--- config.mk ---
export PLATFORM = sky130hd
export DESIGN_NAME = mul_div_unit
export DESIGN_NICKNAME = d
export VERILOG_FILES = /design/src/rtl/mul_div_unit.sv
export SDC_FILE = /design/constraint.sdc
export NUM_CORES = 1
export LEC_CHECK = 0
export CORE_ASPECT_RATIO = 2
export CORE_MARGIN = 2
export CORE_UTILIZATION = 59
export DETAILED_ROUTE_END_ITERATION = 12
export DONT_BUFFER_PORTS = 1
export PLACE_DENSITY = 0.83
export SKIP_CTS_REPAIR_TIMING = 1
export SYNTH_ARGS = -nofsm -noshare
export SYNTH_HDL_FRONTEND = slang
export SYNTH_SLANG_ARGS = --single-unit
export TNS_END_PERCENT = 30
--- constraint.sdc ---
create_clock -name clk -period 3.1 [get_ports clk]
set_input_delay 0.465 -clock clk [delete_from_list [all_inputs] [get_ports clk]]
set_output_delay 0.465 -clock clk [all_outputs]
set_load 0.03 [all_outputs]
--- src/rtl/mul_div_unit.sv ---
`default_nettype none
// ============================================================================
//  Module      : mul_div_unit
//  Description : Iterative RV32M multiply/divide execute unit. Radix-2
//                shift-add multiply and restoring divide, one bit per cycle,
//                with a fixed 35-cycle accept-to-accept cadence. Drives the
//                register-file write port (data, address, strobe) on DONE.
//  Revision    : 1.0 - initial release
// ============================================================================
module mul_div_unit #(
    parameter int XLEN = 32
) (
    input  logic            clk,
    input  logic            rst,
    input  logic            start,
    input  logic [2:0]      funct3,
    input  logic [XLEN-1:0] op_a,
    input  logic [XLEN-1:0] op_b,
    input  logic [4:0]      rd_in,
    output logic            busy,
    output logic            done,
    output logic [XLEN-1:0] result,
    output logic [4:0]      rd_out,
    output logic            write
);

    // FSM encoding
    localparam logic [1:0] c_IDLE = 2'd0;
    localparam logic [1:0] c_CALC = 2'd1;
    localparam logic [1:0] c_FIX  = 2'd2;
    localparam logic [1:0] c_DONE = 2'd3;

    // funct3 encodings that need special handling
    localparam logic [2:0] c_MUL    = 3'd0;
    localparam logic [2:0] c_MULH   = 3'd1;
    localparam logic [2:0] c_MULHSU = 3'd2;
    localparam logic [2:0] c_MULHU  = 3'd3;
    localparam logic [2:0] c_DIV    = 3'd4;
    localparam logic [2:0] c_DIVU   = 3'd5;
    localparam logic [2:0] c_REM    = 3'd6;
    localparam logic [2:0] c_REMU   = 3'd7;

    localparam logic [5:0] c_LAST_ITER = 6'(XLEN - 1);

    logic [1:0]        r_state;
    logic [5:0]        r_cnt;
    logic [2:0]        r_op;
    logic [4:0]        r_rd;
    logic              r_sign_a;
    logic              r_sign_b;
    logic              r_b_zero;
    logic              r_ovf;
    logic [XLEN-1:0]   r_raw_a;
    logic [XLEN-1:0]   r_abs_a;
    logic [XLEN-1:0]   r_abs_b;
    logic [2*XLEN-1:0] r_acc;
    logic [XLEN-1:0]   r_rem;
    logic [XLEN-1:0]   r_quo;
    logic [XLEN-1:0]   r_result;
    logic [4:0]        r_rd_out;
    logic              r_done;
    logic              r_write;

    logic              w_signed_a;
    logic              w_signed_b;
    logic              w_sign_a;
    logic              w_sign_b;
    logic [XLEN-1:0]   w_abs_a;
    logic [XLEN-1:0]   w_abs_b;
    logic [XLEN:0]     w_sum;
    logic [XLEN:0]     w_shift;
    logic [XLEN+1:0]   w_diff;
    logic [2*XLEN-1:0] w_prod;
    logic [XLEN-1:0]   w_quo;
    logic [XLEN-1:0]   w_rem;
    logic [XLEN-1:0]   w_fix_result;

    // Operand signedness and magnitudes at accept time
    always_comb begin
        w_signed_a = (funct3 == c_MUL) || (funct3 == c_MULH) || (funct3 == c_MULHSU) ||
                     (funct3 == c_DIV) || (funct3 == c_REM);
        w_signed_b = (funct3 == c_MUL) || (funct3 == c_MULH) ||
                     (funct3 == c_DIV) || (funct3 == c_REM);
        w_sign_a   = w_signed_a & op_a[XLEN-1];
        w_sign_b   = w_signed_b & op_b[XLEN-1];
        w_abs_a    = w_sign_a ? (-op_a) : op_a;
        w_abs_b    = w_sign_b ? (-op_b) : op_b;
    end

    // One multiply step and one restoring-divide step per CALC cycle.
    // w_shift is the 33-bit partial remainder; the stored remainder always
    // fits in 32 bits because it stays below the divisor.
    always_comb begin
        w_sum   = {1'b0, r_acc[2*XLEN-1:XLEN]} + (r_acc[0] ? {1'b0, r_abs_a} : '0);
        w_shift = {r_rem, r_quo[XLEN-1]};
        w_diff  = {1'b0, w_shift} - {2'b00, r_abs_b};
    end

    // Sign correction and special-case resolution used in FIX
    always_comb begin
        w_prod = (r_sign_a ^ r_sign_b) ? (-r_acc) : r_acc;
        w_quo  = (r_sign_a ^ r_sign_b) ? (-r_quo) : r_quo;
        w_rem  = r_sign_a ? (-r_rem) : r_rem;
        w_fix_result = '0;
        case (r_op)
            c_MUL:                   w_fix_result = w_prod[XLEN-1:0];
            c_MULH, c_MULHSU, c_MULHU: w_fix_result = w_prod[2*XLEN-1:XLEN];
            c_DIV, c_DIVU: begin
                if (r_b_zero)   w_fix_result = '1;
                else if (r_ovf) w_fix_result = {1'b1, {(XLEN-1){1'b0}}};
                else            w_fix_result = w_quo;
            end
            c_REM, c_REMU: begin
                if (r_b_zero)   w_fix_result = r_raw_a;
                else if (r_ovf) w_fix_result = '0;
                else            w_fix_result = w_rem;
            end
            default:                 w_fix_result = '0;
        endcase
    end

    // Control FSM and datapath registers
    always_ff @(posedge clk) begin
        if (rst) begin
            r_state  <= c_IDLE;
            r_cnt    <= '0;
            r_op     <= '0;
            r_rd     <= '0;
            r_sign_a <= 1'b0;
            r_sign_b <= 1'b0;
            r_b_zero <= 1'b0;
            r_ovf    <= 1'b0;
            r_raw_a  <= '0;
            r_abs_a  <= '0;
            r_abs_b  <= '0;
            r_acc    <= '0;
            r_rem    <= '0;
            r_quo    <= '0;
            r_result <= '0;
            r_rd_out <= '0;
            r_done   <= 1'b0;
            r_write  <= 1'b0;
        end else begin
            case (r_state)
                c_IDLE: begin
                    if (start) begin
                        r_state  <= c_CALC;
                        r_cnt    <= '0;
                        r_op     <= funct3;
                        r_rd     <= rd_in;
                        r_sign_a <= w_sign_a;
                        r_sign_b <= w_sign_b;
                        r_b_zero <= (op_b == '0);
                        r_ovf    <= ((funct3 == c_DIV) || (funct3 == c_REM)) &&
                                    (op_a == {1'b1, {(XLEN-1){1'b0}}}) && (op_b == '1);
                        r_raw_a  <= op_a;
                        r_abs_a  <= w_abs_a;
                        r_abs_b  <= w_abs_b;
                        r_acc    <= {{XLEN{1'b0}}, w_abs_b};
                        r_rem    <= '0;
                        r_quo    <= w_abs_a;
                    end
                end
                c_CALC: begin
                    // Both datapaths step every cycle; FIX picks the one r_op needs
                    r_acc <= {w_sum, r_acc[XLEN-1:1]};
                    if (w_diff[XLEN+1]) begin
                        r_rem <= w_shift[XLEN-1:0];
                        r_quo <= {r_quo[XLEN-2:0], 1'b0};
                    end else begin
                        r_rem <= w_diff[XLEN-1:0];
                        r_quo <= {r_quo[XLEN-2:0], 1'b1};
                    end
                    r_cnt <= r_cnt + 6'd1;
                    if (r_cnt == c_LAST_ITER) r_state <= c_FIX;
                end
                c_FIX: begin
                    r_result <= w_fix_result;
                    r_rd_out <= r_rd;
                    r_done   <= 1'b1;
                    r_write  <= (r_rd != 5'd0);
                    r_state  <= c_DONE;
                end
                c_DONE: begin
                    r_done  <= 1'b0;
                    r_write <= 1'b0;
                    r_state <= c_IDLE;
                end
                default: r_state <= c_IDLE;
            endcase
        end
    end

    assign busy   = (r_state != c_IDLE);
    assign done   = r_done;
    assign write  = r_write;
    assign result = r_result;
    assign rd_out = r_rd_out;

endmodule
`default_nettype wire

Word-level counts from Yosys, hierarchy flattened
Index checks and enable logic that the tools add are counted.
- logic and storage cells: 97
- register bits after elaboration: 283
- equality and inequality tests: 19
- bitwise operators: 3
- reductions and logical operators: 23
- multiplexer cells: 26
- add/sub/neg operators: 8
- operators with widths (kind ; number):
    $mux 32 ; 12
    $mux 64 ; 2
    $neg 32->32 ; 4
    $pmux 32 s2 ; 2
    $pmux 32 s4 ; 1
    $pmux 64 s2 ; 1
    $eq 32x32->1 const B ; 2
    $neg 64->64 ; 1
    $sub 33x32->34 ; 1
    $add 32x32->33 ; 1
    $logic_not 32->1 ; 1
    $eq 3x3->1 const B ; 6
    $pmux 6 s2 ; 1
    $eq 3x2->1 const B ; 3
    $pmux 2 s4 ; 1
    $logic_or 1x1->1 ; 7
    $add 6x1->6 const B ; 1
    $eq 3x1->1 const B ; 2
    $eq 6x5->1 const B ; 1
    $logic_not 3->1 ; 2
    $mux 6 ; 1
    $reduce_and 2->1 ; 3
    $reduce_bool 2->1 ; 3
    $reduce_bool 5->1 ; 1
    other kinds (12) ; 19

Logic depth before layout (Yosys ltp)
Gate-level depths: netlist (run 1).
- depth in word-level cells: 9
- depth in mapped cells: 15

Worst setup path after synthesis (run 1)
OpenSTA, ideal clock, no wires.
- path type: flip-flop to flip-flop
- start point: register r_acc[0]
- end point: register r_acc[62]
- data arrival time: 3158 ps
- slack: -188 ps
- setup time: 129 ps
- data required time: 2971 ps
- buffers on the path: 3
- cell stages (with the launch flop): 16
- path through: dfxtp_1 > clkbuf_1 > clkbuf_1 > and2_1 > ha_1 > clkbuf_1 > a21oi_1 > a21oi_1 > a311o_1 > a31oi_1 > a31o_2 > a311oi_1 > a311o_1 > a21oi_1 > xor2_1 > o21ai_0
- longest elaborated chain between the ends: 3
- ends and longest elaborated chain (item ; RTL line ; RTL):
    from (decl) ; 56 ; logic [2*XLEN-1:0] r_acc;
    from (signal assigned) ; 159 ; r_acc <= {{XLEN{1'b0}}, w_abs_b};
    from (signal assigned) ; 166 ; r_acc <= {w_sum, r_acc[XLEN-1:1]};
    $mux 32 ; 94 ; w_sum = {1'b0, r_acc[2*XLEN-1:XLEN]} + (r_acc[0] ? {1'b0, r_abs_a} : '0);
    $add 32x32->33 ; 94 ;
    $pmux 64 s2 ; 144 ; case (r_state)
Every way passes these cells.
A chain may end at the register's enable or synchronous reset.

Final worst setup path (run 1)
- start point: register r_abs_b[1]
- end point: register r_rem[6]
- longest elaborated chain between the ends: 3
- ends and longest elaborated chain (item ; RTL line ; RTL):
    from (decl) ; 55 ; logic [XLEN-1:0] r_abs_b;
    from (signal assigned) ; 158 ; r_abs_b <= w_abs_b;
    $sub 33x32->34 ; 96 ; w_diff = {1'b0, w_shift} - {2'b00, r_abs_b};
    $mux 32 ; 167 ; if (w_diff[XLEN+1]) begin
    $pmux 32 s2 ; 144 ;
    to (signal assigned) ; 168 ; r_rem <= w_shift[XLEN-1:0];
    to (signal assigned) ; 171 ; r_rem <= w_diff[XLEN-1:0];
    to (decl) ; 57 ; logic [XLEN-1:0] r_rem;
Every way passes these cells.

==> results of run 1 <==
==> synthesized netlist by cell type, types with 25 or more instances <==
cell and n:
nand2_1 403, dfxtp_1 282, nor2_1 265, a21oi_1 260, o21ai_0 159, clkbuf_1 134, xor2_1 118, xnor2_1 110
nor3_1 81, a211oi_1 75, ha_1 75, inv_1 69, and2_1 44, mux2i_1 44, o31ai_1 34, nand3_1 32
o21ai_1 32, o211ai_1 25
==> through the flow <==
stage          worst slack (ps)  instances
2_1_floorplan             -21.1       2587
3_3_place_gp               -295       3203
3_5_place_dp               -417       3203
4_1_cts                    -449       3251
5_1_grt                    -474       3258
6_report                   -356       3260
==> cells by family after synthesis <==
group                      count (synthesis)  synth area share, %
adders and majority gates                 77                 5.15
DFF                                      282                 29.7
AOI/OAI and AO/OA                        756                 24.4
and+or+nand+nor                          970                 23.0
buffers and inverters                    230                 4.86
muxes                                     44                 2.32
xor gates and xnor gates                 228                 10.5
==> where the power goes <==
| group | total [mW] | switching (mW) | internal [mW] |
|---|---|---|---|
| Combinational | 10.5 | 6.44 | 4.01 |
| Clock | 3.74 | 1.61 | 2.13 |
| Sequential | 5.75 | 1.25 | 4.50 |
| Total | 19.9 | 9.31 | 10.6 |
==> worst paths after layout <==
path                               to  cells after the start
max             r_rem[6]$_SDFFE_PP0P_                     15
min            result[3]$_SDFFE_PP0P_                      1
max reg2reg     r_rem[6]$_SDFFE_PP0P_                     15
min reg2reg  r_raw_a[27]$_SDFFE_PP0P_                      2
==> sequential cells by signal, summed over array words and instances (netlist names), 3 cells and up <==
name and flops:
r_rd 5, r_rem 32, r_quo 32, r_cnt 6, r_abs_b 32, r_abs_a 31, r_op 3, r_acc 64
r_raw_a 32, result 32, rd_out 5
==> area by class of cell <==
cell class              count  area, µm²
diodes                      2       5.00
clock buffers              33        738
clock inverters            15        235
fillers                  2603       8930
inverters                  71        267
multi-input cells        2075      12900
flip-flops and latches    282       5650
well taps                 427        534
repair buffers            355       2770
==> layer usage <==
layer / share of wire [%] / up-vias
met1: 31 / 9756
met4: 13 / 6
li1: - / 9608
met2: 46 / 1206
met5: 0.048 / -
met3: 10 / 513
==> impl_metrics.tcl, run 1 <==
set metrics [dict create \
    outcome "finished with violations" \
    violations "negative hold slack, negative setup slack" \
    yosys_register_bits 282 \
    final_area_um2 23100 \
    layout_setup_ws_ps -356 \
    grt.met1_usage_pct 46.5 \
    rr_startpoint "r_abs_b[1]$_SDFFE_PP0P_" \
    hpwlAfterDp_um 59600 \
    startpoint "r_abs_b[1]$_SDFFE_PP0P_" \
    cts.sinks 282 \
    synth_cells 2587 \
    critPathBufInv 4 \
    antenna_found_initial 5 \
    finalHoldViolations 4 \
    slowest_delay_ps 460 \
    worstPathArrival_ps 3920 \
    cts-root-buf "clkbuf_16" \
    cts_buffers 27 \
    drv_slew 0 \
    cts_tree "built" \
    period_needed_ps 3460 \
    cts-htree-levels 1 \
    grt_pass1_wl_um 120000 \
    startpoint_type "flop" \
    cpMostUsedCell "o31a_1" \
    mappedNetlistNets 2739 \
    ys.flop_type "dfxtp_1" \
    worstHoldStart "rst" \
    portBuffers 0 \
    placed_area_um2 21700 \
    worstSkewPairLatency_ps 590 \
    syn_to_final_growth_pct 21.3 \
    path_cells "inv_2, ha_4, nor2b_4, o31a_1, o21a_1, o211ai_1, buf_4, a21oi_4, o31a_1, o21ai_2, a31oi_4, buf_12, buf_6, mux2i_1, o21ai_1" \
    max_freq_mhz 289 \
    first_global_vias 20500 \
    wire_per_inst_um 25.0 \
    core-area_um2 32000 \
    avgSynthCellArea_um2 7.35 \
    use_met2_pct 75.3 \
    start_util_pct 59.4 \
    slowest_stage "o211ai_1" \
    synth_area_leaders "dfxtp_1 30%, nand2_1 8.0%, a21oi_1 6.8%, xor2_1 5.4%, nor2_1 5.2%" \
    use_met3_pct 16.7 \
    vias_per_cell 6.47 \
    routed_wl_um 81500 \
    drt_first_pass_iters 9 \
    end_kind "flop" \
    ant_nets 0 \
    synth_top_area_share_pct 29.7 \
    busiest_layer "met2" \
    drc 0 \
    dieArea_um2 33800 \
    nets 2964 \
    io_pins 115 \
    period_share_pct 111 \
    peakVddDrop_mv 0.938 \
    p_per_area_nw_per_um2 865 \
    synth-seq-area-share_pct 29.7 \
    yosys_warnings 0 \
    drtIter0Drc 1991 \
    synth_cell_types 79 \
    grt_use_total_pct 47.7 \
    final_common_cell "nand2_1" \
    globalplace.congestion 1.09 \
    setup.worst_path.class "reg2reg" \
    finalSetupTns_ps -10320 \
    maxCapViolCount 0 \
    reg2reg_slack_ps -360 \
    cp_top_family "compound AO/OA/AOI/OAI gates" \
    die_y_um 258 \
    fin_worst_skew_ps 22.7 \
    syn_area_um2 19000 \
    critPathRequiredTime_ps 3560 \
    p_leak_nw 9.33 \
    synth_edf_count 0 \
    hp-class "in2reg" \
    grt_start_max_net_pins 233 \
    drive_gt1_share_pct 17.6 \
    cts_buffer_depth 3 \
    total_power_mw 19.9 \
    setup_viol 44 \
    final_cell_mix "401 x nand2_1, 344 x buf_4, 278 x dfxtp_1" \
    hold_slack_ps -21.7 \
    async_flop_share_pct 0 \
    grt_remaining_overflow 0 \
    max-slew-margin-rel_pct 21.7 \
    synth_top_cell_by_area "dfxtp_1" \
    rows 93 \
    fin_util_pct 72.1 \
    cp_max_fo 5 \
    via_count 21100 \
    clkSlewWorstSetupHoldPaths_ps 70 \
    rsz0062_at_grt "true" \
    die_x_um 131 \
    tightest_slew_ps 1170 \
]
Note: power is estimated with default switching activity, not from simulation.
==> inputs of run 2 (changes only) <==
- REMOVE_ABC_BUFFERS: default -> 1
==> run 2 against run 1 <==
Against the previous run:
- the flow still finishes with violations (negative hold slack, negative setup slack)
- clock power rose by 6.4%
- worst setup slack got worse by 360 ps
- core utilization barely moved
- count of clock-buffer cells in the layout rose by 4
- register-to-register slack got worse by 360 ps
- via count rose by 2.0%
- global-route usage fell by 4.5 points
==> impl_metrics.tcl, run 2 (same netlist as run 1, synthesis figures left out) <==
set metrics [dict create \
    multi_input_area_um2 12900 \
    critPathRequiredTime_ps 3500 \
    rsz0062_at_grt "true" \
    cp_max_fo 3 \
    post-place-ws_ps -720 \
    drtIter0Drc 2116 \
    reg2reg_slack_ps -710 \
    largest_register_ffs 64 \
    routed_wl_um 78400 \
    fin_util_pct 72.1 \
    drv_slew 0 \
    setup_viol 39 \
    worstPathArrival_ps 4220 \
    p_leak_nw 9.25 \
    rr_startpoint "r_acc[8]$_SDFFE_PP0P_" \
    die_x_um 131 \
    grt_pass1_wl_um 113000 \
    portBuffers 0 \
    setup.worst_path.class "reg2reg" \
    antenna_found_initial 5 \
    hold_slack_ps -17.6 \
    cts-root-buf "clkbuf_16" \
    end_kind "flop" \
    fin_worst_skew_ps 31.8 \
    stdcell_count 3239 \
    period_share_pct 123 \
    peakVddDrop_mv 0.680 \
    total_power_mw 19.8 \
    grt_remaining_overflow 0 \
    die_y_um 258 \
    dp_cells 3155 \
    hp-class "in2reg" \
    layout_setup_ws_ps -715 \
    seq_area_um2 5660 \
    worstSkewPairLatency_ps 600 \
    rows 93 \
    grt_use_total_pct 43.2 \
    first_global_vias 21000 \
    vias_per_cell 6.64 \
    drive_gt1_share_pct 16.7 \
    nets 2939 \
    startpoint_type "flop" \
    finalSetupTns_ps -5600 \
    drt_first_pass_iters 8 \
    core-area_um2 32000 \
    p_per_area_nw_per_um2 857 \
    startpoint "r_acc[8]$_SDFFE_PP0P_" \
    syn_to_final_growth_pct 21.3 \
    cts_buffers 28 \
    hpwlAfterDp_um 54800 \
    max-slew-margin-rel_pct 16.8 \
    fill_cells 2514 \
    io_pins 115 \
    dieArea_um2 33800 \
    grt_start_max_net_pins 233 \
    outcome "finished with violations" \
    globalplace.congestion 1.06 \
    cts.sinks 282 \
    final_cell_mix "399 x nand2_1, 302 x buf_4, 275 x dfxtp_1" \
    ant_nets 0 \
    clkSlewWorstSetupHoldPaths_ps 70 \
    tightest_slew_ps 1240 \
    final_area_um2 23100 \
    cts_buffer_depth 3 \
    max_freq_mhz 262 \
    wire_per_inst_um 24.2 \
    placed_area_um2 21300 \
    cts_tree "built" \
    worstHoldStart "rst" \
    cts-htree-levels 1 \
    via_count 21500 \
    start_util_pct 59.4 \
    period_needed_ps 3810 \
    violations "negative hold slack, negative setup slack" \
    final_common_cell "nand2_1" \
    largest_register "r_acc" \
    finalHoldViolations 3 \
    drc 0 \
    maxCapViolCount 0 \
]
==> run 2: changes by cell type in the layout (fill, tap and decap cells not counted), sizes merged <==
cell and delta:
clkinv -2, diode +2, clkinvlp +1, inv -2, bufinv +2, clkbuf +7, buf -43, dlygate4sd3 +14
==> run 2: routing by layer <==
layer	vias up	GRT usage, %	part of all wire [%]	routed length (µm)
li1	9550	-	-	-
met1	9948	41.6	30	23800
met2	1400	71.4	47	36500
met3	604	11.7	10	7840
met4	2	43.0	13	10200
met5	-	0	0.013	10
==> run 2: critical path, cell delays in order (launching register included) <==
cell	delay (ps)
dfxtp_1	320
or4_4	540
or4_4	480
nor4_4	260
buf_4	160
and2_1	160
nor3b_1	190
buf_4	160
a21oi_1	70
xor2_1	220
a211oi_2	90
buf_4	160
nor3_1	800
==> run 2: worst paths after layout <==
path,to,cells after the start
hold reg to reg,r_raw_a[19]$_SDFFE_PP0P_,2
hold / removal,result[4]$_SDFFE_PP0P_,1
setup reg to reg,result[11]$_SDFFE_PP0P_,12
setup / recovery,result[11]$_SDFFE_PP0P_,12
==> run 2: where the power goes <==
group / switching (mW) / total (mW) / internal, mW
sequential: 1.14 / 5.65 / 4.51
combinational: 6.26 / 10.1 / 3.88
clock: 1.62 / 3.98 / 2.36
total: 9.02 / 19.8 / 10.8
==> run 2: layout make-up <==
type | instances | share of cell area (%)
multi-input cells | 2075 | 55.9
flip-flops and latches | 282 | 24.5
repair buffers | 329 | 11.5
clock buffers | 37 | 3.41
well taps | 427 | 2.32
inverters | 71 | 1.16
clock inverters | 14 | 1.11
diodes | 4 | 0.0434
